[src/rtl/brisc_pipe_ctrl_pkg.sv]
// Shared BRISC pipeline-control types: forwarding-select encodings and stage records.
// Register addresses are stored zero-extended to REG_AW_MAX bits, so REG_AW must not exceed it.
package brisc_pipe_ctrl_pkg;

    localparam int REG_AW_MAX = 8;

    typedef logic [1:0] fwd_sel_t;

    localparam fwd_sel_t FWD_REG = 2'd0;
    localparam fwd_sel_t FWD_EX  = 2'd1;
    localparam fwd_sel_t FWD_WB  = 2'd2;

    typedef struct packed {
        logic                  valid;
        logic [REG_AW_MAX-1:0] c_addr;
        logic                  reg_write;
        logic                  data_read;
    } stage_rec_t;

    typedef struct packed {
        stage_rec_t            base;
        logic [REG_AW_MAX-1:0] a_addr;
        logic [REG_AW_MAX-1:0] b_addr;
        logic                  use_a;
        logic                  use_b;
    } dec_rec_t;

endpackage

[src/rtl/brisc_fwd_sel.sv]
// Forwarding select for one decode-stage source operand; purely combinational.
// Execute wins over writeback; a load in execute cannot forward (its data is not ready yet).
module brisc_fwd_sel
    import brisc_pipe_ctrl_pkg::*;
(
    input  logic                  d_valid,
    input  logic                  src_use,
    input  logic [REG_AW_MAX-1:0] src_addr,
    input  logic                  e_valid,
    input  logic                  e_reg_write,
    input  logic                  e_data_read,
    input  logic [REG_AW_MAX-1:0] e_c_addr,
    input  logic                  w_valid,
    input  logic                  w_reg_write,
    input  logic [REG_AW_MAX-1:0] w_c_addr,
    output fwd_sel_t              sel
);

    logic e_hit;
    logic w_hit;

    assign e_hit = e_valid && e_reg_write && !e_data_read && (e_c_addr == src_addr);
    assign w_hit = w_valid && w_reg_write && (w_c_addr == src_addr);

    always_comb begin
        sel = FWD_REG;
        if (d_valid && src_use) begin
            if (e_hit) begin
                sel = FWD_EX;
            end else if (w_hit) begin
                sel = FWD_WB;
            end
        end
    end

endmodule

[src/rtl/brisc_pipe_ctrl.sv]
// BRISC D/E/W hazard control: load-use stall, jump flush, operand forwarding, event counters.
// Outputs are combinational from stage state; a load-use hazard costs one bubble, flush overrides stall.
module brisc_pipe_ctrl
    import brisc_pipe_ctrl_pkg::*;
#(
    parameter int REG_AW = 4,
    parameter int CNT_W  = 16
) (
    input  logic              CLK,
    input  logic              RST_N,
    input  logic              if_valid,
    input  logic [REG_AW-1:0] if_a_addr,
    input  logic [REG_AW-1:0] if_b_addr,
    input  logic [REG_AW-1:0] if_c_addr,
    input  logic              if_use_a,
    input  logic              if_use_b,
    input  logic              if_reg_write,
    input  logic              if_data_read,
    input  logic              jump_en,
    output logic              stall,
    output logic              flush,
    output logic [1:0]        fwd_a,
    output logic [1:0]        fwd_b,
    output logic              d_valid,
    output logic              e_valid,
    output logic              w_valid,
    output logic [CNT_W-1:0]  stall_cnt,
    output logic [CNT_W-1:0]  flush_cnt
);

    dec_rec_t   d_rec;
    dec_rec_t   fetch_rec;
    stage_rec_t e_rec;
    stage_rec_t w_rec;
    logic       load_use;

    always_comb begin
        fetch_rec                = '0;
        fetch_rec.base.valid     = if_valid;
        fetch_rec.base.c_addr    = REG_AW_MAX'(if_c_addr);
        fetch_rec.base.reg_write = if_reg_write;
        fetch_rec.base.data_read = if_data_read;
        fetch_rec.a_addr         = REG_AW_MAX'(if_a_addr);
        fetch_rec.b_addr         = REG_AW_MAX'(if_b_addr);
        fetch_rec.use_a          = if_use_a;
        fetch_rec.use_b          = if_use_b;
    end

    assign load_use = d_rec.base.valid && e_rec.valid && e_rec.data_read && e_rec.reg_write &&
                      ((d_rec.use_a && (d_rec.a_addr == e_rec.c_addr)) ||
                       (d_rec.use_b && (d_rec.b_addr == e_rec.c_addr)));

    assign flush   = jump_en && e_rec.valid;
    assign stall   = load_use && !flush;
    assign d_valid = d_rec.base.valid;
    assign e_valid = e_rec.valid;
    assign w_valid = w_rec.valid;

    // Writeback never feeds a hazard check on its load flag; it is kept only for record symmetry.
    logic unused_w_data_read;
    assign unused_w_data_read = w_rec.data_read;

    brisc_fwd_sel u_fwd_a (
        .d_valid     (d_rec.base.valid),
        .src_use     (d_rec.use_a),
        .src_addr    (d_rec.a_addr),
        .e_valid     (e_rec.valid),
        .e_reg_write (e_rec.reg_write),
        .e_data_read (e_rec.data_read),
        .e_c_addr    (e_rec.c_addr),
        .w_valid     (w_rec.valid),
        .w_reg_write (w_rec.reg_write),
        .w_c_addr    (w_rec.c_addr),
        .sel         (fwd_a)
    );

    brisc_fwd_sel u_fwd_b (
        .d_valid     (d_rec.base.valid),
        .src_use     (d_rec.use_b),
        .src_addr    (d_rec.b_addr),
        .e_valid     (e_rec.valid),
        .e_reg_write (e_rec.reg_write),
        .e_data_read (e_rec.data_read),
        .e_c_addr    (e_rec.c_addr),
        .w_valid     (w_rec.valid),
        .w_reg_write (w_rec.reg_write),
        .w_c_addr    (w_rec.c_addr),
        .sel         (fwd_b)
    );

    always_ff @(posedge CLK or negedge RST_N) begin
        if (!RST_N) begin
            d_rec <= '0;
            e_rec <= '0;
            w_rec <= '0;
        end else begin
            w_rec <= e_rec;
            if (flush) begin
                e_rec <= '0;
                d_rec <= '0;
            end else if (stall) begin
                e_rec <= '0;
            end else begin
                e_rec <= d_rec.base;
                d_rec <= fetch_rec;
            end
        end
    end

    // Counters saturate at all-ones so long runs never alias to small values.
    always_ff @(posedge CLK or negedge RST_N) begin
        if (!RST_N) begin
            stall_cnt <= '0;
            flush_cnt <= '0;
        end else begin
            if (stall && (stall_cnt != '1)) begin
                stall_cnt <= stall_cnt + 1'b1;
            end
            if (flush && (flush_cnt != '1)) begin
                flush_cnt <= flush_cnt + 1'b1;
            end
        end
    end

endmodule

[config.mk]
export PLATFORM = sky130hd
export DESIGN_NAME = brisc_pipe_ctrl
export DESIGN_NICKNAME = d
export VERILOG_FILES = /design/src/rtl/brisc_pipe_ctrl_pkg.sv /design/src/rtl/brisc_fwd_sel.sv /design/src/rtl/brisc_pipe_ctrl.sv
export SDC_FILE = /design/constraint.sdc
export NUM_CORES = 1
export LEC_CHECK = 0
export ABC_AREA = 1
export BUFFER_PORTS_ARGS = -buffer_cell sky130_fd_sc_hd__buf_2
export CAP_MARGIN = 10
export CORE_AREA = 2 2 86 88
export CTS_BUF_LIST = sky130_fd_sc_hd__clkbuf_2 sky130_fd_sc_hd__clkbuf_4 sky130_fd_sc_hd__clkbuf_8
export CTS_CLUSTER_DIAMETER = 30
export DETAILED_ROUTE_END_ITERATION = 8
export DIE_AREA = 0 0 88 90
export PLACE_DENSITY = 0.75
export SLEW_MARGIN = 10
export SYNTH_ARGS = -nofsm -noshare
export SYNTH_HDL_FRONTEND = slang
export SYNTH_SLANG_ARGS = --single-unit
[constraint.sdc]
create_clock -name CLK -period 3.55 [get_ports CLK]
set_clock_uncertainty 0.2 [all_clocks]
set_input_delay 0.1775 -clock CLK [delete_from_list [all_inputs] [get_ports CLK]]
set_output_delay 0.1775 -clock CLK [all_outputs]
set_load 0.1 [all_outputs]
==> impl_metrics.csv, run 1 <==
group,metric,value,unit
floorplan,die_area,7920,um^2
synth,seq_area_frac_synth,45.6,%
sta,rsz0062_at_grt,"no",
cts,cts_made_buffers,9,
routing,vias,3198,
synth,synth_common_cells,"nand2_1, dfrtp_1, inv_1, nand3_1, nor2_1",
cells_and_area,stdcell_count,643,
hold_path,holdPathStages,0,
worst_setup_path,r2r_end,"stall_cnt[1]",
worst_setup_path,critPathLaunchType,"register",
sta,final-max-slew-violation-count,0,
sta,finalHoldViolations,0,
floorplan,core,7020,um^2
synth,yosysTopAreaCell,"dfrtp_1",
cells_and_area,n_fill_cell,646,
cells_and_area,n_antenna_cell,0,
synth,netlist_area,3400,um^2
cts,clockRootBuffer,"clkbuf_8",
global_routing,grt_antenna_before_repair,0,
floorplan,rows,31,
floorplan,dieWidth,88,um
routing,routed_wl,8040,um
placement,dp_hpwl,5450,um
worst_setup_path,r2r_slack,1.40,ns
synth,synth_cell_type_count,30,
global_routing,grt_overflow_total,0,
synth,yosys_warnings,0,
synth,synth_edf_count,0,
routing,drc,0,
global_routing,grt_max_degree,50,
routing,via_per_inst,4.97,
routing,routedWlPerCell,12.5,um
worst_setup_path,worst_r2r_path_depth,7,
cts,cts_setup_buffers,0,
synth,synthTopCellsByArea,"dfrtp_1, nand2_1, nand3_1, inv_1, nand4_1",
power_and_ir_drop,power_density,513,nW/um^2
outcome,status,"complete, no violations",
synth,yosys_most_used_dff,"dfrtp_1",
sta,worst_pin_slew,0.626,ns
worst_setup_path,arrival,2.47,ns
cts,clk_latency,0.34,ns
routing,drt-pass1-iter-count,4,
sta,min_period,2.85,ns
worst_setup_path,end_kind,"primary output",
cells_and_area,nNetsFinal,561,
hold_path,min_path_type,"reg -> reg",
synth,yosysMostFrequentCell,"nand2_1",
global_routing,grt_usage,21.8,%
cts,cts_sinks,62,
worst_setup_path,critPathMaxFanout,25,
floorplan,io_pins,61,
routing,ant_nets,0,
routing,drt_iter0_markers,183,
worst_setup_path,crit_type,"reg -> out",
hold_path,min_to,"w_rec[1]",
placement,place_congestion,0.855,
synth,syn_area_per_cell,7.38,um^2
worst_setup_path,worstReg2RegStart,"e_valid",
cts,h-tree-depth,3,
placement,dp_cells,609,
sta,max_freq,351,MHz
sta,tns,0,ns
power_and_ir_drop,p_leak,2.28,nW
hold_path,holdCritStartpoint,"e_rec[1]",
global_routing,grt_pass1_wl,13700,um
sta,timing.final.crit_share,80.2,%
cells_and_area,drive_gt1_share,17.5,%
synth,synthesis.nets,483,
sta,relSlewSlack,58.3,%
synth,async_flop_share,100,%
synth,synth_cells,461,
synth,ys_seq_elements,62,
cells_and_area,syn2layout_area_growth,22.5,%
cts,clockBufferDepth,2,
floorplan,die_h,90,um
synth,synth_top_area_share,45.6,%
sta,setup_viol,0,
cts,cts_tree,"done",
cts,post_cts_resized,0,
run,maxCapViolCount,0,
cts,clkTransAtPathRegs,0.06,ns
global_routing,grt_pass1_vias,2984,
placement,port_buffers,60,
cts,hold_buffers,18,
power_and_ir_drop,ir_worst_vdd,0.564,mV
worst_setup_path,worstPathRequired,3.17,ns
floorplan,start_util,48.4,%
==> critical path, stage by stage, from the launching register on <==
cell and delay, ns:
dfrtp_1 0.41, nand2_2 0.34, nand2_1 0.18, nor3b_4 0.26
nand2_4 0.17, clkinv_2 0.26, buf_2 0.49
==> metal layers <==
metal  up-vias  global-route usage (%)  part of all wire (%)
met4         0                    7.44                   1.7
li1       1620                       -                     -
met5         -                       0                     0
met3        13                    4.96                   4.3
met2        69                    33.1                    48
met1      1496                    30.4                    46
==> worst max path at each step <==
stage,end,start,slack [ns],cells after the start
2_1_floorplan,fwd_b[0],e_valid,0.53,4
6_report,stall,e_valid,0.70,6
3_5_place_dp,stall,e_valid,1.08,6
5_1_grt,stall,e_valid,0.52,6
4_1_cts,stall,e_valid,0.71,6
3_3_place_gp,stall,e_valid,1.15,6
==> cell type report <==
class                           instances  area, um^2  area share [%]
Timing Repair Buffer                   81         505            12.1
Inverter                               61         230            5.53
Sequential cell                        62        1550            37.2
Clock buffer                           13         179            4.29
Multi-Input combinational cell        324        1540            36.9
Clock inverter                          3        40.0           0.961
Tap cell                               99         124            2.97
==> logic make-up after synthesis <==
logic type | count (synthesis) | share of synthesized area [%]
buf+inv | 75 | 9.38
flops | 62 | 45.6
simple gates | 293 | 37.9
compound gates | 16 | 2.98
xor+xnor | 13 | 3.35
fa+ha+maj | 2 | 0.736
==> flip-flops by register name (all words and copies together), names as in the netlist <==
| register | count |
|---|---|
| d_rec | 16 |
| d_valid | 1 |
| e_rec | 6 |
| e_valid | 1 |
| flush_cnt | 16 |
| stall_cnt | 16 |
| w_rec | 5 |
| w_valid | 1 |
==> power by group <==
| group | internal, mW | total (mW) | switching (mW) |
|---|---|---|---|
| clock network | 0.399 | 0.672 | 0.273 |
| registers | 0.775 | 0.849 | 0.0745 |
| logic | 0.127 | 0.616 | 0.489 |
| total | 1.30 | 2.14 | 0.837 |
==> metrics by stage <==
stage / area, um^2 / setup WS, ns / utilization (%) / hold slack (ns) / total power [mW]
after CTS: 4160 / 0.709 / 59.3 / 0.167 / 2.15
final: 4170 / 0.704 / 59.3 / 0.177 / 2.14
after global routing: 4170 / 0.519 / 59.3 / 0.197 / 2.24
after global placement: 3760 / 1.15 / 53.6 / 0.173 / 1.45
after floorplan: 3400 / 0.528 / - / -0.318 / 1.34
after detailed placement: 3760 / 1.08 / 53.6 / 0.161 / 1.46
==> layout by cell type (no fill, tap or decap) <==
cell             n
nor4_1           1
nor2_1          37
a21oi_1          2
nor3_1           9
o21bai_1         1
buf_2           59
nor3b_4          1
nand2_2          4
clkbuf_8        13
ha_1             2
o21ai_2          4
clkinv_2         3
dlygate4sd3_1   18
nand2_4          1
buf_4            4
o211ai_1         1
dfrtp_1         62
a31oi_1          1
o21ai_0          7
nand3b_2         1
xnor2_1          4
nand4_1         25
inv_2            2
nand3_1         46
xor2_1           9
nand3b_1         1
nand3_2          1
bufinv_16        1
nor3_4           1
nand2_1        165
inv_1           58
No activity file was read; power rests on OpenSTA's default activity.
==> run 2, diff against run 1 <==
--- a/config.mk
+++ b/config.mk
@@ -5,15 +5,15 @@
 export SDC_FILE = /design/constraint.sdc
 export NUM_CORES = 1
 export LEC_CHECK = 0
-export ABC_AREA = 1
+export ABC_AREA = 0
 export BUFFER_PORTS_ARGS = -buffer_cell sky130_fd_sc_hd__buf_2
 export CAP_MARGIN = 10
-export CORE_AREA = 2 2 86 88
+export CORE_AREA = 2 2 79 81
 export CTS_BUF_LIST = sky130_fd_sc_hd__clkbuf_2 sky130_fd_sc_hd__clkbuf_4 sky130_fd_sc_hd__clkbuf_8
 export CTS_CLUSTER_DIAMETER = 30
 export DETAILED_ROUTE_END_ITERATION = 8
-export DIE_AREA = 0 0 88 90
-export PLACE_DENSITY = 0.75
+export DIE_AREA = 0 0 81 83
+export PLACE_DENSITY = 0.76
 export SLEW_MARGIN = 10
 export SYNTH_ARGS = -nofsm -noshare
 export SYNTH_HDL_FRONTEND = slang
==> constraint.sdc (replaced) <==
create_clock -name CLK -period 3 [get_ports CLK]
set_clock_uncertainty 0.2 [all_clocks]
set_input_delay 0.15 -clock CLK [delete_from_list [all_inputs] [get_ports CLK]]
set_output_delay 0.15 -clock CLK [all_outputs]
set_load 0.1 [all_outputs]
==> impl_metrics.csv, run 2 <==
group,metric,value,unit
outcome,status,"complete, no violations",
floorplan,io_pins,61,
worst_setup_path,end_kind,"primary output",
routing,routedWlPerCell,14.2,um
floorplan,dieWidth,81,um
cts,hold_buffers,18,
placement,placed_cell_area,3270,um^2
power_and_ir_drop,power_density,590,nW/um^2
power_and_ir_drop,ir_worst_vdd,0.654,mV
cts,post_cts_resized,0,
synth,async_flop_share,100,%
routing,vias,2252,
synth,seq_area_frac_synth,54.9,%
global_routing,grt_pass1_wl,10300,um
synth,synth_edf_count,0,
synth,ys_seq_elements,62,
worst_setup_path,worst_r2r_path_depth,6,
worst_setup_path,critPathLaunchType,"register",
global_routing,grt_max_degree,38,
cells_and_area,n_antenna_cell,0,
synth,synth_common_cells,"dfrtp_1, nand2_1, xnor2_1, nand4_1, o21ai_0",
power_and_ir_drop,power,2.14,mW
floorplan,core,5820,um^2
sta,relSlewSlack,59.0,%
cells_and_area,final_common_cell,"dfrtp_1",
cts,clockBufferDepth,2,
cts,clk_latency,0.34,ns
synth,synth_cells,272,
hold_path,min_path_type,"in -> async",
floorplan,die_h,83,um
cells_and_area,syn2layout_area_growth,28.1,%
sta,rsz0062_at_grt,"no",
routing,drt-pass1-iter-count,4,
placement,place_congestion,0.829,
floorplan,die_area,6720,um^2
routing,drt_iter0_markers,145,
cells_and_area,final_cell_mix,"dfrtp_1, buf_2, nand2_1",
global_routing,grt_pass1_vias,2113,
cells_and_area,largestRegisters,"d_rec (16), flush_cnt (16), stall_cnt (16)",
cells_and_area,drive_gt1_share,24.2,%
worst_setup_path,crit_type,"reg -> out",
synth,synth_cell_type_count,32,
cells_and_area,final_area,3620,um^2
run,maxCapViolCount,0,
placement,port_buffers,60,
cts,clkTransAtPathRegs,0.07,ns
cells_and_area,stdcell_count,438,
cts,cts_made_buffers,9,
synth,synthesis.nets,294,
synth,syn_area_per_cell,10.4,um^2
worst_setup_path,worstPathRequired,2.65,ns
cells_and_area,final_core_util,62.3,%
placement,dp_cells,404,
global_routing,grt_usage,20.0,%
routing,drc,0,
synth,yosysMostFrequentCell,"dfrtp_1",
cts,cts_sinks,62,
cts,cts_tree,"done",
sta,worst_pin_slew,0.614,ns
floorplan,rows,28,
synth,yosys_warnings,0,
sta,max_freq,376,MHz
sta,timing.final.crit_share,88.7,%
worst_setup_path,critPathMaxFanout,15,
cts,h-tree-depth,3,
power_and_ir_drop,p_leak,1.67,nW
routing,ant_nets,0,
cells_and_area,nNetsFinal,380,
routing,routed_wl,6230,um
sta,setup_viol,0,
floorplan,start_util,48.6,%
synth,yosysTopAreaCell,"dfrtp_1",
global_routing,grt_overflow_total,0,
sta,min_period,2.66,ns
worst_setup_path,arrival,2.31,ns
cts,cts_setup_buffers,0,
synth,synthTopCellsByArea,"dfrtp_1, xnor2_1, nand2_1, nand4_1, o21ai_0",
cts,clockRootBuffer,"clkbuf_8",
placement,dp_hpwl,4330,um
routing,via_per_inst,5.14,
sta,finalHoldViolations,0,
synth,netlist_area,2830,um^2
global_routing,grt_antenna_before_repair,0,
synth,yosys_most_used_dff,"dfrtp_1",
synth,synth_top_area_share,54.9,%
sta,final-max-slew-violation-count,0,
==> run 2: changes by cell type after synthesis, sizes merged, moves of 5 or more <==
cell	previous run	this run
nand2	170	54
inv	60	4
xnor2	4	40
nand3	47	14
nor2	37	11
buf	14	4
nand4	25	16
and3	0	8
and2	0	7
nor3	10	3
o21ai	11	16
==> run 2: routing by layer <==
| layer | vias up | GRT usage, % | part of all wire [%] |
|---|---|---|---|
| met3 | 9 | 4.67 | 4.4 |
| li1 | 1104 | - | - |
| met4 | 0 | 8.32 | 1.8 |
| met1 | 1071 | 28.2 | 46 |
| met2 | 68 | 29.6 | 48 |
| met5 | - | 0 | 0 |
==> run 2: worst paths after layout <==
| check | startpoint | end | slack [ns] |
|---|---|---|---|
| worst max-delay path | d_rec[2] | stall | 0.34 |
| worst min-delay path | RST_N | stall_cnt[8] | 0.14 |
| worst max register to register | stall_cnt[0] | stall_cnt[1] | 0.49 |
| worst min register to register | e_rec[1] | w_rec[1] | 0.21 |
| max in group asynchronous | RST_N | d_rec[1] | 1.58 |
| min in group CLK | e_rec[1] | w_rec[1] | 0.21 |
==> run 2: worst max-delay path: stages, from the launching register on <==
cell and delay, ns:
dfrtp_1 0.41, xnor2_1 0.22, nand4_1 0.24, o32ai_4 0.60, buf_4 0.30, buf_12 0.19
==> run 2: kinds of logic after synthesis <==
kind of cell    Yosys count  share of synthesized area, %
simple gates            124                          21.3
xor+xnor                 45                          13.9
flops                    62                          54.9
buf+inv                  11                          2.03
mux                       2                         0.796
compound gates           26                          6.15
fa+ha+maj                 2                         0.885
==> run 2: cell type report <==
| class | instances | area [um^2] |
|---|---|---|
| clock buffer | 12 | 153 |
| clock inverter | 4 | 22.5 |
| fill | 501 | 2190 |
| inverter | 4 | 15.0 |
| multi-input combinational | 199 | 1260 |
| sequential | 62 | 1550 |
| tap | 75 | 93.8 |
| timing repair buffer | 82 | 526 |
==> run 2: per-stage QoR <==
stage / setup TNS (ns) / setup WS (ns) / hold WS (ns)
3_5_place_dp: 0 / 0.555 / -0.0163
5_1_grt: 0 / 0.192 / 0.182
4_1_cts: 0 / 0.318 / 0.150
2_1_floorplan: -0.691 / -0.345 / -0.346
3_3_place_gp: 0 / 0.634 / -0.0262
6_report: 0 / 0.339 / 0.143
==> run 2: power by group <==
part | switching (mW) | total (mW) | internal (mW) | leakage, nW
registers | 0.0820 | 0.982 | 0.900 | 0.801
clock network | 0.315 | 0.651 | 0.336 | 0.0930
logic | 0.382 | 0.502 | 0.120 | 0.776
==> run 3, diff against run 2 <==
--- a/config.mk
+++ b/config.mk
@@ -13,7 +13,7 @@
 export CTS_CLUSTER_DIAMETER = 30
 export DETAILED_ROUTE_END_ITERATION = 8
 export DIE_AREA = 0 0 81 83
-export PLACE_DENSITY = 0.76
+export PLACE_DENSITY = 0.81
 export SLEW_MARGIN = 10
 export SYNTH_ARGS = -nofsm -noshare
 export SYNTH_HDL_FRONTEND = slang
==> impl_metrics.csv, run 3 (synthesized netlist as in run 2, its figures left out) <==
group,metric,value,unit
hold_path,min_path_type,"in -> reg",
power_and_ir_drop,p_seq_share,46.7,%
outcome,status,"complete, no violations",
cts,clockRootBuffer,"clkbuf_8",
routing,vias,2278,
cts,cts_sinks,62,
cells_and_area,largestRegisters,"d_rec (16), flush_cnt (16), stall_cnt (16)",
sta,hold_ws,0.210,ns
routing,routedWlPerCell,14.0,um
power_and_ir_drop,power_density,580,nW/um^2
routing,drt-pass1-iter-count,4,
cts,clk_latency,0.33,ns
sta,final-max-slew-violation-count,0,
placement,place_congestion,0.867,
floorplan,dieWidth,81,um
cts,clkTransAtPathRegs,0.06,ns
global_routing,grt_max_degree,48,
power_and_ir_drop,ir_worst_vdd,0.758,mV
worst_setup_path,crit_type,"reg -> out",
power_and_ir_drop,swShare,35.6,%
run,maxCapViolCount,0,
power_and_ir_drop,combPwrFrac,23.9,%
cts,hold_buffers,18,
cells_and_area,multi_input_comb_area,1260,um^2
sta,rsz0062_at_grt,"no",
routing,via_per_inst,5.21,
sta,relSlewSlack,32.3,%
floorplan,io_pins,61,
cells_and_area,final_cell_mix,"dfrtp_1, buf_2, nand2_1",
cts,cts_made_buffers,9,
routing,ant_nets,0,
cells_and_area,syn2layout_area_growth,27.7,%
worst_setup_path,worstPathCellList,"xnor2_1 > nand4_1 > o32ai_4 > buf_4 > buf_12",
cells_and_area,final_common_cell,"dfrtp_1",
cells_and_area,stdcell_count,437,
worst_setup_path,arrival,2.25,ns
placement,port_buffers,60,
cells_and_area,nNetsFinal,380,
routing,drt_iter0_markers,98,
power_and_ir_drop,p_leak,1.67,nW
cts,clockBufferDepth,2,
routing,drc,0,
worst_setup_path,cp_num_buf_inv,2,
worst_setup_path,cpLargestDelayFamily,"buffers and inverters",
global_routing,grt_pass1_wl,10300,um
routing,routed_wl,6120,um
floorplan,die_area,6720,um^2
floorplan,start_util,48.6,%
cts,post_cts_resized,0,
worst_setup_path,end_kind,"primary output",
placement,dp_cells,404,
cells_and_area,seqCellArea,1550,um^2
global_routing,grt_antenna_before_repair,0,
floorplan,rows,28,
sta,finalHoldViolations,0,
sta,min_period,2.60,ns
power_and_ir_drop,p_int,1.35,mW
global_routing,grt_usage,19.8,%
cells_and_area,n_fill_cell,494,
sta,max_freq,384,MHz
worst_setup_path,critPathMaxFanout,29,
floorplan,core,5820,um^2
global_routing,grt_pass1_vias,2262,
power_and_ir_drop,pwr-share-clk,29.4,%
global_routing,grt_overflow_total,0,
sta,worst_pin_slew,1.02,ns
worst_setup_path,worstPathRequired,2.65,ns
floorplan,die_h,83,um
cts,h-tree-depth,3,
sta,setup_viol,0,
power_and_ir_drop,p_switching,747,uW
worst_setup_path,slowest_stage,"o32ai_4",
worst_setup_path,critPathLaunchType,"register",
cells_and_area,drive_gt1_share,23.8,%
placement,dp_hpwl,4240,um
sta,timing.final.crit_share,86.7,%
cts,cts_setup_buffers,0,
cts,cts_tree,"done",
worst_setup_path,cpPeakStageDelay,0.47,ns
-- run 3: cell types whose count changed in the layout (fill, tap and decap cells not counted) --
cell / change
diode_2: +1
clkinv_2: -1
clkinvlp_4: -1
-- run 3: area by class of cell --
class	count	share of cell area, %
Sequential cell	62	43.0
Clock inverter	2	0.277
Antenna cell	1	0.0693
Timing Repair Buffer	82	14.5
Inverter	4	0.416
Tap cell	75	2.60
Multi-Input combinational cell	199	34.9
Clock buffer	12	4.23
-- run 3: power by group through the flow --
stage | combinational, mW | sequential [mW] | clock, mW
global placement | 0.477 | 0.990 | 0
CTS | 0.505 | 0.979 | 0.635
finish | 0.500 | 0.979 | 0.617
floorplan | 0.127 | 1.24 | 0
detailed placement | 0.487 | 0.992 | 0
global route | 0.533 | 0.991 | 0.680
-- run 3: metal layers --
layer,track usage (%),up-vias,wire length [um]
li1,-,1102,-
met1,25.5,1093,2710
met2,30.8,73,3000
met3,5.43,10,305
met4,9.40,0,102
met5,0,-,0
-- run 3: worst register-to-register path, cell delays in order (launching register included) --
cell     delay, ns
dfrtp_1       0.45
ha_1          0.24
nand2_1       0.09
nor3b_1       0.41
nand2_1       0.24
nand2_1       0.19
mux2_1        0.34
-- run 3: worst paths after layout --
kind / depth (start not counted) / startpoint / to / slack, ns
worst max-delay path: 5 / d_rec[2] / stall / 0.40
worst min-delay path: 5 / jump_en / d_rec[20] / 0.21
worst max register to register: 6 / stall_cnt[0] / stall_cnt[1] / 0.73
worst min register to register: 0 / e_rec[1] / w_rec[1] / 0.22
max in group asynchronous: 3 / RST_N / d_rec[11] / 1.47
min in group asynchronous: 2 / RST_N / flush_cnt[6] / 0.34
-- run 3: through the flow --
stage,util (%),instance area (um^2),worst slack (ns),power [mW],TNS (ns)
final,62.1,3610,0.398,2.10,0
after global routing,62.1,3610,0.176,2.20,0
after CTS,62.1,3610,0.355,2.12,0
after detailed placement,56.2,3270,0.728,1.48,0
after global placement,56.2,3270,0.781,1.47,0
after floorplan,-,2870,-0.345,1.37,-0.691
